$ cat config.mk
export PLATFORM = sky130hd
export DESIGN_NAME = spo_eval_arbiter_flat
export DESIGN_NICKNAME = d
export VERILOG_FILES = /design/src/rtl/spo_eval_arbiter_pkg.sv /design/src/rtl/spo_eval_arbiter_if.sv /design/src/rtl/spo_eval_pipe.sv /design/src/rtl/spo_eval_arbiter.sv /design/src/flat_wrapper.sv
export SDC_FILE = /design/constraint.sdc
export NUM_CORES = 1
export LEC_CHECK = 0
export CAP_MARGIN = 20
export CORE_MARGIN = 4
export CORE_UTILIZATION = 41
export DETAILED_ROUTE_END_ITERATION = 6
export PLACE_DENSITY = 0.75
export SETUP_SLACK_MARGIN = 0.4
export SLEW_MARGIN = 25
export SYNTH_ARGS = -nofsm -noshare
export SYNTH_HDL_FRONTEND = slang
export SYNTH_SLANG_ARGS = --single-unit
$ cat constraint.sdc
create_clock -name clk -period 1.95 [get_ports clk]
set_clock_uncertainty 0.15 [all_clocks]
set_input_delay 0.195 -clock clk [delete_from_list [all_inputs] [get_ports clk]]
set_output_delay 0.195 -clock clk [all_outputs]
set_load 0.03 [all_outputs]
$ cat src/rtl/spo_eval_arbiter_pkg.sv
// Shared types, widths and helpers for the round-robin evaluator arbiter.
package spo_eval_arbiter_pkg;

    localparam int unsigned NREQ  = 4;
    localparam int unsigned IDW   = 2;
    // Raw input vector width (S1), carried level width (S2/S3), result width
    localparam int unsigned IN_W  = 7;
    localparam int unsigned MID_W = 5;
    localparam int unsigned OUT_W = 4;

    // Payload between levels: two computed gates plus the buffered skip-level inputs
    typedef struct packed {
        logic ga;
        logic gb;
        logic i0;
        logic i3;
        logic i6;
    } mid_t;

    // S1 record holds the raw request vector
    typedef struct packed {
        logic            valid;
        logic [IDW-1:0]  id;
        logic [IN_W-1:0] payload;
    } s1_rec_t;

    // S2/S3 record holds the level results
    typedef struct packed {
        logic           valid;
        logic [IDW-1:0] id;
        mid_t           payload;
    } mid_rec_t;

    function automatic logic maj3(input logic a, input logic b, input logic c);
        return (a & b) | (a & c) | (b & c);
    endfunction

endpackage

$ cat src/rtl/spo_eval_arbiter_if.sv
// Request/response bundle between requesters/consumer (master) and the arbiter (slave).
interface spo_eval_arbiter_if;
    import spo_eval_arbiter_pkg::*;

    logic [NREQ-1:0]      req_valid;
    logic [NREQ*IN_W-1:0] req_data;
    logic [NREQ-1:0]      req_ready;
    logic                 rsp_valid;
    logic [OUT_W-1:0]     rsp_data;
    logic [IDW-1:0]       rsp_id;
    logic                 rsp_ready;
    logic                 busy;

    modport master (
        output req_valid, req_data, rsp_ready,
        input  req_ready, rsp_valid, rsp_data, rsp_id, busy
    );

    modport slave (
        input  req_valid, req_data, rsp_ready,
        output req_ready, rsp_valid, rsp_data, rsp_id, busy
    );

endinterface

$ cat src/rtl/spo_eval_pipe.sv
// Three-stage path-balanced evaluator. S1 holds the raw vector, S2 the level-1
// gates, S3 the level-2 gates; the level-3 outputs are decoded from S3.
module spo_eval_pipe
    import spo_eval_arbiter_pkg::*;
(
    input  logic             clk,
    input  logic             rst_n,
    input  logic             adv,
    input  s1_rec_t          s1_load,
    output logic             s3_valid,
    output logic [OUT_W-1:0] rsp_data,
    output logic [IDW-1:0]   rsp_id,
    output logic             busy
);

    s1_rec_t  s1_q;
    mid_rec_t s2_q;
    mid_rec_t s3_q;
    mid_t     s2_d;
    mid_t     s3_d;

    // Level 1: g0 = i1&i2, g1 = i4&i5; skip-level inputs are buffered
    always_comb begin
        s2_d    = '0;
        s2_d.ga = s1_q.payload[1] & s1_q.payload[2];
        s2_d.gb = s1_q.payload[4] & s1_q.payload[5];
        s2_d.i0 = s1_q.payload[0];
        s2_d.i3 = s1_q.payload[3];
        s2_d.i6 = s1_q.payload[6];
    end

    // Level 2: g2 = ~g0, g3 = i3&g1
    always_comb begin
        s3_d    = '0;
        s3_d.ga = ~s2_q.payload.ga;
        s3_d.gb = s2_q.payload.i3 & s2_q.payload.gb;
        s3_d.i0 = s2_q.payload.i0;
        s3_d.i3 = s2_q.payload.i3;
        s3_d.i6 = s2_q.payload.i6;
    end

    // Stage registers; everything freezes while adv is low
    always_ff @(posedge clk or negedge rst_n) begin
        if (!rst_n) begin
            s1_q <= '0;
            s2_q <= '0;
            s3_q <= '0;
        end else if (adv) begin
            s1_q         <= s1_load;
            s2_q.valid   <= s1_q.valid;
            s2_q.id      <= s1_q.id;
            s2_q.payload <= s2_d;
            s3_q.valid   <= s2_q.valid;
            s3_q.id      <= s2_q.id;
            s3_q.payload <= s3_d;
        end
    end

    // Level 3: outputs decoded from S3 so they hold stable with S3
    always_comb begin
        rsp_data    = '0;
        rsp_data[0] = maj3(s3_q.payload.i0, s3_q.payload.i3, s3_q.payload.ga);
        rsp_data[1] = s3_q.payload.i3 & s3_q.payload.ga;
        rsp_data[2] = s3_q.payload.i3 & s3_q.payload.gb;
        rsp_data[3] = maj3(s3_q.payload.i3, s3_q.payload.gb, s3_q.payload.i6);
    end

    assign s3_valid = s3_q.valid;
    assign rsp_id   = s3_q.id;
    assign busy     = s1_q.valid | s2_q.valid | s3_q.valid;

endmodule

$ cat src/rtl/spo_eval_arbiter.sv
// Round-robin arbiter feeding a shared pipelined evaluator. Only NREQ = 4 /
// IDW = 2 is supported: the pointer relies on power-of-two wrap-around.
module spo_eval_arbiter #(
    parameter int unsigned NREQ = 4,
    parameter int unsigned IDW  = 2
) (
    input  logic               clk,
    input  logic               rst_n,
    spo_eval_arbiter_if.slave  bus
);

    import spo_eval_arbiter_pkg::s1_rec_t;
    import spo_eval_arbiter_pkg::IN_W;

    logic [IDW-1:0] ptr_q;
    logic [IDW-1:0] gnt_idx;
    logic           gnt_found;
    logic           adv;
    logic           xfer;
    logic           s3_valid;
    s1_rec_t        s1_load;

    assign adv = ~s3_valid | bus.rsp_ready;
    // rst_n gates the accept so req_ready stays low while reset is held
    assign xfer = rst_n & adv & gnt_found;

    // Search ptr, ptr+1, ... with wrap; first valid requester wins
    always_comb begin
        gnt_found = 1'b0;
        gnt_idx   = '0;
        for (int k = 0; k < NREQ; k++) begin
            if (!gnt_found && bus.req_valid[ptr_q + IDW'(k)]) begin
                gnt_found = 1'b1;
                gnt_idx   = ptr_q + IDW'(k);
            end
        end
    end

    // One-hot accept for the granted requester only
    always_comb begin
        bus.req_ready = '0;
        if (xfer) begin
            bus.req_ready[gnt_idx] = 1'b1;
        end
    end

    // S1 load record; a bubble is loaded when nothing transfers
    always_comb begin
        s1_load         = '0;
        s1_load.valid   = xfer;
        s1_load.id      = gnt_idx;
        s1_load.payload = bus.req_data[int'(gnt_idx) * IN_W +: IN_W];
    end

    // Pointer moves past the winner so it cannot win again while others wait
    always_ff @(posedge clk or negedge rst_n) begin
        if (!rst_n) begin
            ptr_q <= '0;
        end else if (xfer) begin
            ptr_q <= gnt_idx + IDW'(1);
        end
    end

    spo_eval_pipe u_pipe (
        .clk      (clk),
        .rst_n    (rst_n),
        .adv      (adv),
        .s1_load  (s1_load),
        .s3_valid (s3_valid),
        .rsp_data (bus.rsp_data),
        .rsp_id   (bus.rsp_id),
        .busy     (bus.busy)
    );

    assign bus.rsp_valid = s3_valid;

endmodule

$ cat src/flat_wrapper.sv
// flat-port wrapper written by rule: the top's interface ports become plain ports
module spo_eval_arbiter_flat import spo_eval_arbiter_pkg::s1_rec_t; import spo_eval_arbiter_pkg::IN_W;
#(
    parameter int unsigned NREQ = 4,
    parameter int unsigned IDW  = 2
)
  (clk, rst_n, bus_req_valid, bus_req_data, bus_rsp_ready, bus_req_ready, bus_rsp_valid, bus_rsp_data, bus_rsp_id, bus_busy);
  spo_eval_arbiter_if bus_i ();
  input  logic clk;
  input  logic rst_n;
  input wire logic [$bits(bus_i.req_valid)-1:0] bus_req_valid;
  input wire logic [$bits(bus_i.req_data)-1:0] bus_req_data;
  input wire logic [$bits(bus_i.rsp_ready)-1:0] bus_rsp_ready;
  output wire logic [$bits(bus_i.req_ready)-1:0] bus_req_ready;
  output wire logic [$bits(bus_i.rsp_valid)-1:0] bus_rsp_valid;
  output wire logic [$bits(bus_i.rsp_data)-1:0] bus_rsp_data;
  output wire logic [$bits(bus_i.rsp_id)-1:0] bus_rsp_id;
  output wire logic [$bits(bus_i.busy)-1:0] bus_busy;
  assign bus_i.req_valid = bus_req_valid;
  assign bus_i.req_data = bus_req_data;
  assign bus_i.rsp_ready = bus_rsp_ready;
  assign bus_req_ready = bus_i.req_ready;
  assign bus_rsp_valid = bus_i.rsp_valid;
  assign bus_rsp_data = bus_i.rsp_data;
  assign bus_rsp_id = bus_i.rsp_id;
  assign bus_busy = bus_i.busy;
  spo_eval_arbiter #(.NREQ(NREQ), .IDW(IDW)) u_core (.clk(clk), .rst_n(rst_n), .bus(bus_i));
endmodule
==> metrics.md, run 1 <==
| Metric | Value |
|---|---|
| Lkg Pwr | 0.00105 µW |
| Vias/cell | 5.00 |
| Final Wtd Congestion | 0.725 |
| Final cycle utilization of the critical path | 1.13 |
| Filler cell count | 269 |
| Hold Path Class | primary input to async pin |
| MaxCap Viol Count | 0 |
| Max-slew headroom | 0.778 |
| Share of the synthesized area in the top cell type | 0.479 |
| DRT Pass-1 Iters | 4 |
| Post-DP HPWL | 2.40 mm |
| Hold WS | 0.209 ns |
| Final Hold Fails | 0 |
| Clk Latency, worst-skew pair | 0.32 ns |
| Setup crit start kind | register |
| FF+latch count, synth | 28 |
| Worst Setup End Kind | output port |
| Most frequent cells in the layout | nand2_1, clkdlybuf4s50_1, dfrtp_1 |
| Cell variety after synth | 29 |
| Seq. cell area | 704 µm² |
| DR iter-0 viols | 48 |
| Global-route wire length before repair | 5.72 mm |
| CP Data Required Time | 1.60 ns |
| Fin nets | 254 |
| Core Region | 3390 µm² |
| Vias in the first global route | 1342 |
| H-tree levels | 1 |
| Setup total negative slack | -1.89 ns |
| Area leader, netlist | dfrtp_1 |
| CP Cell Sequence | mux2i_2, a221o_1, or2_4, nor2b_4, buf_6 |
| Setup Viol. Count Final | 11 |
| Area after DPL | 2020 µm² |
| Initial Util | 0.432 |
| CP max FO | 5 |
| Sink Count | 28 |
| Synth Cell Area | 1460 µm² |
| Yosys warns | 0 |
| Clk buf depth | 2 |
| Total GRT Usage | 0.163 |
| Die Width | 67.7 µm |
| Worst path bufs/invs | 1 |
| Seq/Total Area, Yosys | 0.479 |
| Inst Count DP | 250 |
| P&R area growth vs syn | 53.5% |
| Commonest non-fill, non-tap cell in the layout | nand2_1 |
| Outcome | finished, violations left |
| CTS Root Cell | clkbuf_4 |
| R2R setup slack | -0.23 ns |
| Tmin final | 2.19 ns |
| Inserted Diodes | 0 |
| Pwr Total | 2850 µW |
| Max stage delay cell, worst path | dfrtp_2 |
| Layout cells sized above 1 | 0.275 |
| Number of buffers created by CTS | 3 |
| GRT overflow | 0 |
| CTS tree | yes |
| Highest clock rate | 456 MHz |
| Critical path class | register to output port |
| Vias | 1320 |
| # IOs | 47 |
| Synth Net Count | 192 |
| Port Buffers | 46 |
| Area of the die | 4590 µm² |
| Failing checks | setup timing |
| Die height | 67.7 µm |
| Syn_area_per_cell | 9.32 µm² |
| PwrDens | 1270 nW/µm² |
| Layout Cells excl Fill | 264 |
| RSZ-0062 raised after global routing | yes |
| VDD IR-drop max | 0.674 mV |
| Cell family with most CP delay | flip-flops |
| Finished Cell Area | 2250 µm² |
| Worst slew pin tran | 0.333 ns |
| Synth area leaders | dfrtp_1, nand2_1, mux2i_1 |
| Cells after Synth | 157 |
| DRT antenna net count | 0 |
| Worst-path clk slew | 0.15 ns |
| Multi-input logic area | 768 µm² |
| Row Count | 21 |
| Largest net degree at the start of global routing | 32 |
| Max stage delay on crit path | 0.48 ns |
| Post-route setup slack | -0.245 ns |
| Wirelength, routed | 3.46 mm |
| WP data arrival | 1.85 ns |
| Initial antenna violation count | 0 |
| Post-route DRC | 0 |
| Max-slew violation count | 0 |
| WL/cell | 13.1 µm |
## metrics by stage
step	util	setup slack [ns]
2_1_floorplan	-	-0.0886
3_3_place_gp	0.596	-0.161
3_5_place_dp	0.596	-0.259
4_1_cts	0.653	-0.221
5_1_grt	0.663	-0.318
6_report	0.663	-0.245
## final timing paths
check                                               endpoint  cells after the start                              start
setup reg to reg           u_core.u_pipe.s1_q[1]$_DFFE_PN0N_                      9        u_core.ptr_q[1]$_DFFE_PN0P_
hold reg to reg            u_core.u_pipe.s3_q[4]$_DFFE_PN0N_                      1  u_core.u_pipe.s2_q[4]$_DFFE_PN0N_
hold / removal             u_core.u_pipe.s2_q[6]$_DFFE_PN0N_                      2                              rst_n
max in group asynchronous        u_core.ptr_q[0]$_DFFE_PN0P_                      2                              rst_n
setup / recovery                            bus_req_ready[1]                      5        u_core.ptr_q[1]$_DFFE_PN0P_
min in group clk           u_core.u_pipe.s3_q[4]$_DFFE_PN0N_                      1  u_core.u_pipe.s2_q[4]$_DFFE_PN0N_
## timing repair
| item | in CTS | in global routing |
|---|---|---|
| resized for setup | 60 | 13 |
| pin swaps | 6 | 3 |
| setup buffers | 7 | 2 |
| endpoints found under the hold margin | 1 | 0 |
| hold buffers | 1 | 0 |
| setup endpoints to repair | 23 | 20 |
## Yosys cell counts
library cell,count
nor2b_1,3
or3_1,1
nor2_1,11
a31oi_1,7
nand2_1,44
buf_6,2
a21oi_1,3
or2_2,1
a21boi_1,8
nor3b_1,1
nand2b_1,2
a21o_1,1
nand3_1,4
buf_4,4
a221o_1,1
or2_1,1
o2bb2ai_1,1
clkbuf_1,4
a221oi_1,1
o21ai_0,4
buf_12,1
dfrtp_1,28
or4_1,1
maj3_1,2
mux2i_1,15
xor2_1,1
a21bo_2,1
inv_1,2
and2_1,2
## flip-flops by register name (all words and copies together), names as in the netlist
name,count
u_core.u_pipe.s3_valid,1
u_core.u_pipe.s3_q,5
u_core.u_pipe.rsp_id,2
u_core.ptr_q,2
u_core.u_pipe.s2_q,8
u_core.u_pipe.s1_q,10
## cell type report
cell class | count | area share
Inverter | 2 | 0.00334
Sequential cell | 28 | 0.314
Tap cell | 46 | 0.0256
Clock buffer | 4 | 0.0162
Timing Repair Buffer | 68 | 0.299
Multi-Input combinational cell | 116 | 0.342
## where the power goes
part           total [µW]  leakage [µW]  switching [µW]  internal [µW]
logic                1530      0.000706             753            778
registers            1040      0.000328             184            851
clock network         279     0.0000210             165            114
total                2850       0.00105            1100           1740
## kinds of logic after synthesis
group | count (synthesis) | share of synthesized area
buffers and inverters | 13 | 0.0650
DFF | 28 | 0.479
muxes | 15 | 0.103
and+or+nand+nor | 71 | 0.208
xor gates and xnor gates | 1 | 0.00599
adders and majority gates | 2 | 0.0137
AOI/OAI and AO/OA | 27 | 0.126
## metal layers
| metal | global-route usage | wire, µm | vias up |
|---|---|---|---|
| met4 | 0.0608 | 39 | 0 |
| met5 | 0 | 0 | - |
| li1 | - | - | 653 |
| met1 | 0.210 | 1460 | 608 |
| met3 | 0.0283 | 263 | 6 |
| met2 | 0.271 | 1700 | 53 |
## worst register-to-register path: cells and delay by family (launching register included)
kind | cells | cell delay [ns]
flops | 1 | 0.48
buf+inv | 4 | 0.50
compound gates | 3 | 0.60
mux | 2 | 0.33
Power figures use the tool's default switching activity.
==> run 2, diff against run 1 <==
==> constraint.sdc (replaced) <==
create_clock -name clk -period 1.95 [get_ports clk]
set_clock_uncertainty 0.15 [all_clocks]
set_input_delay 0.4875 -clock clk [delete_from_list [all_inputs] [get_ports clk]]
set_output_delay 0.4875 -clock clk [all_outputs]
set_load 0.03 [all_outputs]
==> metrics.md, run 2 (synthesis results as in run 1) <==
| Metric | Value |
|---|---|
| Top Registers | u_core.u_pipe.s1_q x10, u_core.u_pipe.s2_q x8, u_core.u_pipe.s3_q x5 |
| Layout cells sized above 1 | 0.397 (+0.122) |
| Hold Path Depth | 1 |
| Total GRT Usage | 0.174 (+0.0107) |
| Int Pwr | 2020 µW (+16%) |
| # IOs | 47 (unchanged) |
| R2R setup slack | -0.21 ns (+0.02 ns) |
| CP Data Required Time | 1.31 ns (-0.29 ns) |
| DR iter-0 viols | 55 (+15%) |
| Clock share of power | 0.086 (-0.012) |
| Pre-CTS WS | -0.772 ns (-0.513 ns) |
| Post-route DRC | 0 (unchanged) |
| Port Buffers | 46 (unchanged) |
| Final Wtd Congestion | 0.710 (-2.1%) |
| Worst slew pin tran | 0.340 ns (+0.00670 ns) |
| Outcome | finished, violations left |
| HP Start | u_core.u_pipe.s2_q[4]$_DFFE_PN0N_ |
| Commonest non-fill, non-tap cell in the layout | nand2_1 |
| CTS Root Cell | clkbuf_4 |
| CTS tree | yes |
| MaxCap Viol Count | 0 (unchanged) |
| Cell family with most CP delay | compound AO/OA/AOI/OAI gates |
| Highest clock rate | 406 MHz (-11%) |
| R2r endpoint | u_core.u_pipe.s1_q[4]$_DFFE_PN0N_ |
| Sink Count | 28 (unchanged) |
| Number of buffers created by CTS | 3 (unchanged) |
| Area after DPL | 2120 µm² (+4.8%) |
| Die Width | 67.7 µm (unchanged) |
| WP data arrival | 1.82 ns (-0.03 ns) |
| Failing checks | setup timing |
| Worst Setup End Kind | output port |
| Hold Path Class | register to register |
| Critical path class | register to output port |
| P&R area growth vs syn | 68.3% |
| Comb pwr share | 0.595 (+0.057) |
| Worst R2R Path Depth | 9 (unchanged) |
| Largest net degree at the start of global routing | 32 (unchanged) |
| Setup crit start kind | register |
| Lkg Pwr | 0.00115 µW (+9.0%) |
| Worst path bufs/invs | 1 (unchanged) |
| Max FFs per register | 10 (unchanged) |
| Clk Latency, worst-skew pair | 0.32 ns (about the same) |
| Post-route setup slack | -0.511 ns (-0.266 ns) |
| CP max FO | 4 (-1) |
| WL/cell | 13.6 µm (+3.7%) |
| Global-route wire length before repair | 6.00 mm (+4.9%) |
| Finished Cell Area | 2460 µm² (+9.6%) |
| Max-slew violation count | 0 (unchanged) |
| Sw Share | 0.372 (-0.0152) |
| Max-slew headroom | 0.773 (-0.00447) |
| Most frequent cells in the layout | nand2_1, clkdlybuf4s50_1, buf_4, dfrtp_1, buf_6 |
| CP startpoint | u_core.ptr_q[1]$_DFFE_PN0P_ |
| Final Hold Fails | 0 (unchanged) |
| Setup Viol. Count Final | 12 (+1) |
| Max stage delay cell, worst path | dfrtp_2 |
| Row Count | 21 (unchanged) |
| Vias in the first global route | 1390 (+3.6%) |
| Max stage delay on crit path | 0.46 ns (-0.02 ns) |
| RSZ-0062 raised after global routing | yes |
| Wirelength, routed | 3.80 mm (+10%) |
| Vias | 1377 (+4.3%) |
| Clk buf depth | 2 (unchanged) |
| Initial antenna violation count | 0 (unchanged) |
| Largest Register | u_core.u_pipe.s1_q |
| Core Region | 3390 µm² (unchanged) |
| CP Cell Sequence | a21bo_2, a221o_1, or2_4, nor2b_4, buf_6 |
| Initial Util | 0.432 (unchanged) |
| Hold Path End | u_core.u_pipe.s3_q[4]$_DFFE_PN0N_ |
| H-tree levels | 1 (unchanged) |
| Die height | 67.7 µm (unchanged) |
| Vias/cell | 4.92 (-1.6%) |
| Tmin final | 2.46 ns (+0.266 ns) |
| DRT Pass-1 Iters | 4 (unchanged) |
| VDD IR-drop max | 0.606 mV (-10%) |
| Area of the die | 4590 µm² (unchanged) |
| Filler cell count | 243 (-9.7%) |
| Final cycle utilization of the critical path | 1.26 (+0.136) |
| GRT overflow | 0 (unchanged) |
| Inserted Diodes | 0 (unchanged) |
| Setup total negative slack | -3.32 ns (-1.42 ns) |
| Fin nets | 270 (+6.3%) |
| PwrDens | 1300 nW/µm² (+2.9%) |
| Net switching power | 1200 µW (+8.4%) |
| Post-DP HPWL | 2.55 mm (+6.0%) |
| DRT antenna net count | 0 (unchanged) |
| Worst-path clk slew | 0.15 ns (about the same) |
| Sequential share of power | 0.318 (-0.046) |
| R2r startpoint | u_core.ptr_q[1]$_DFFE_PN0P_ |
[run 2: cell count changes in the layout (fill, tap and decap cells not counted), moves of 3 or more]
cell | previous run | this run
mux2i_2 | 2 | 5
mux2i_1 | 13 | 10
buf_4 | 12 | 26
a21boi_1 | 4 | 1
clkdlybuf4s50_1 | 33 | 30
a21boi_2 | 4 | 7
buf_6 | 13 | 22
[run 2: worst max-delay path by stage]
stage | end | slack (ns) | depth (start not counted)
global placement | bus_req_ready[1] | -0.70 | 6
detailed placement | bus_req_ready[1] | -0.77 | 6
CTS | bus_req_ready[1] | -0.55 | 5
floorplan | bus_req_ready[1] | -0.41 | 6
global route | bus_req_ready[1] | -0.58 | 5
finish | bus_req_ready[1] | -0.51 | 5
[run 2: cell type report]
cell class              count  area [µm²]  share of cell area
clock buffers               4        36.3              0.0147
flip-flops and latches     28         703               0.286
multi-input cells         116         830               0.337
inverters                   2        7.51             0.00305
repair buffers             84         828               0.336
well taps                  46        57.6              0.0234
[run 2: power groups by stage]
stage / Combinational, µW / Clock (µW) / Sequential, µW
2_1_floorplan: 956 / 0 / 1000
3_3_place_gp: 1370 / 0 / 1010
3_5_place_dp: 1420 / 0 / 1020
4_1_cts: 1760 / 287 / 1020
5_1_grt: 2050 / 310 / 1060
6_report: 1910 / 277 / 1020
[run 2: metal layers]
layer / wire length, µm / part of all wire / vias to the layer above / track usage
met5: 0 / 0 / - / 0
met4: 40 / 0.011 / 0 / 0.0582
met3: 219 / 0.058 / 4 / 0.0433
met2: 1950 / 0.51 / 44 / 0.304
met1: 1590 / 0.42 / 650 / 0.205
li1: - / - / 679 / -
[run 2: per-stage QoR]
step | total power, µW | hold slack [ns] | std cells | utilization
final | 3210 | 0.304 | 280 | 0.726
after global routing | 3420 | 0.337 | 280 | 0.726
after CTS | 3060 | 0.306 | 275 | 0.696
after detailed placement | 2440 | 0.285 | 260 | 0.625
after global placement | 2380 | 0.279 | 260 | 0.625
after floorplan | 1960 | 0.0419 | 157 | -
[run 2: repair_timing]
item | CTS | global route
hold buffers | 0 | 0
resized for setup | 96 | 15
hold endpoints to repair | 0 | 0
endpoints found under the setup margin | 24 | 40
buffers inserted | 10 | 5
pin swaps | 12 | 8
cloned | 1 | 0
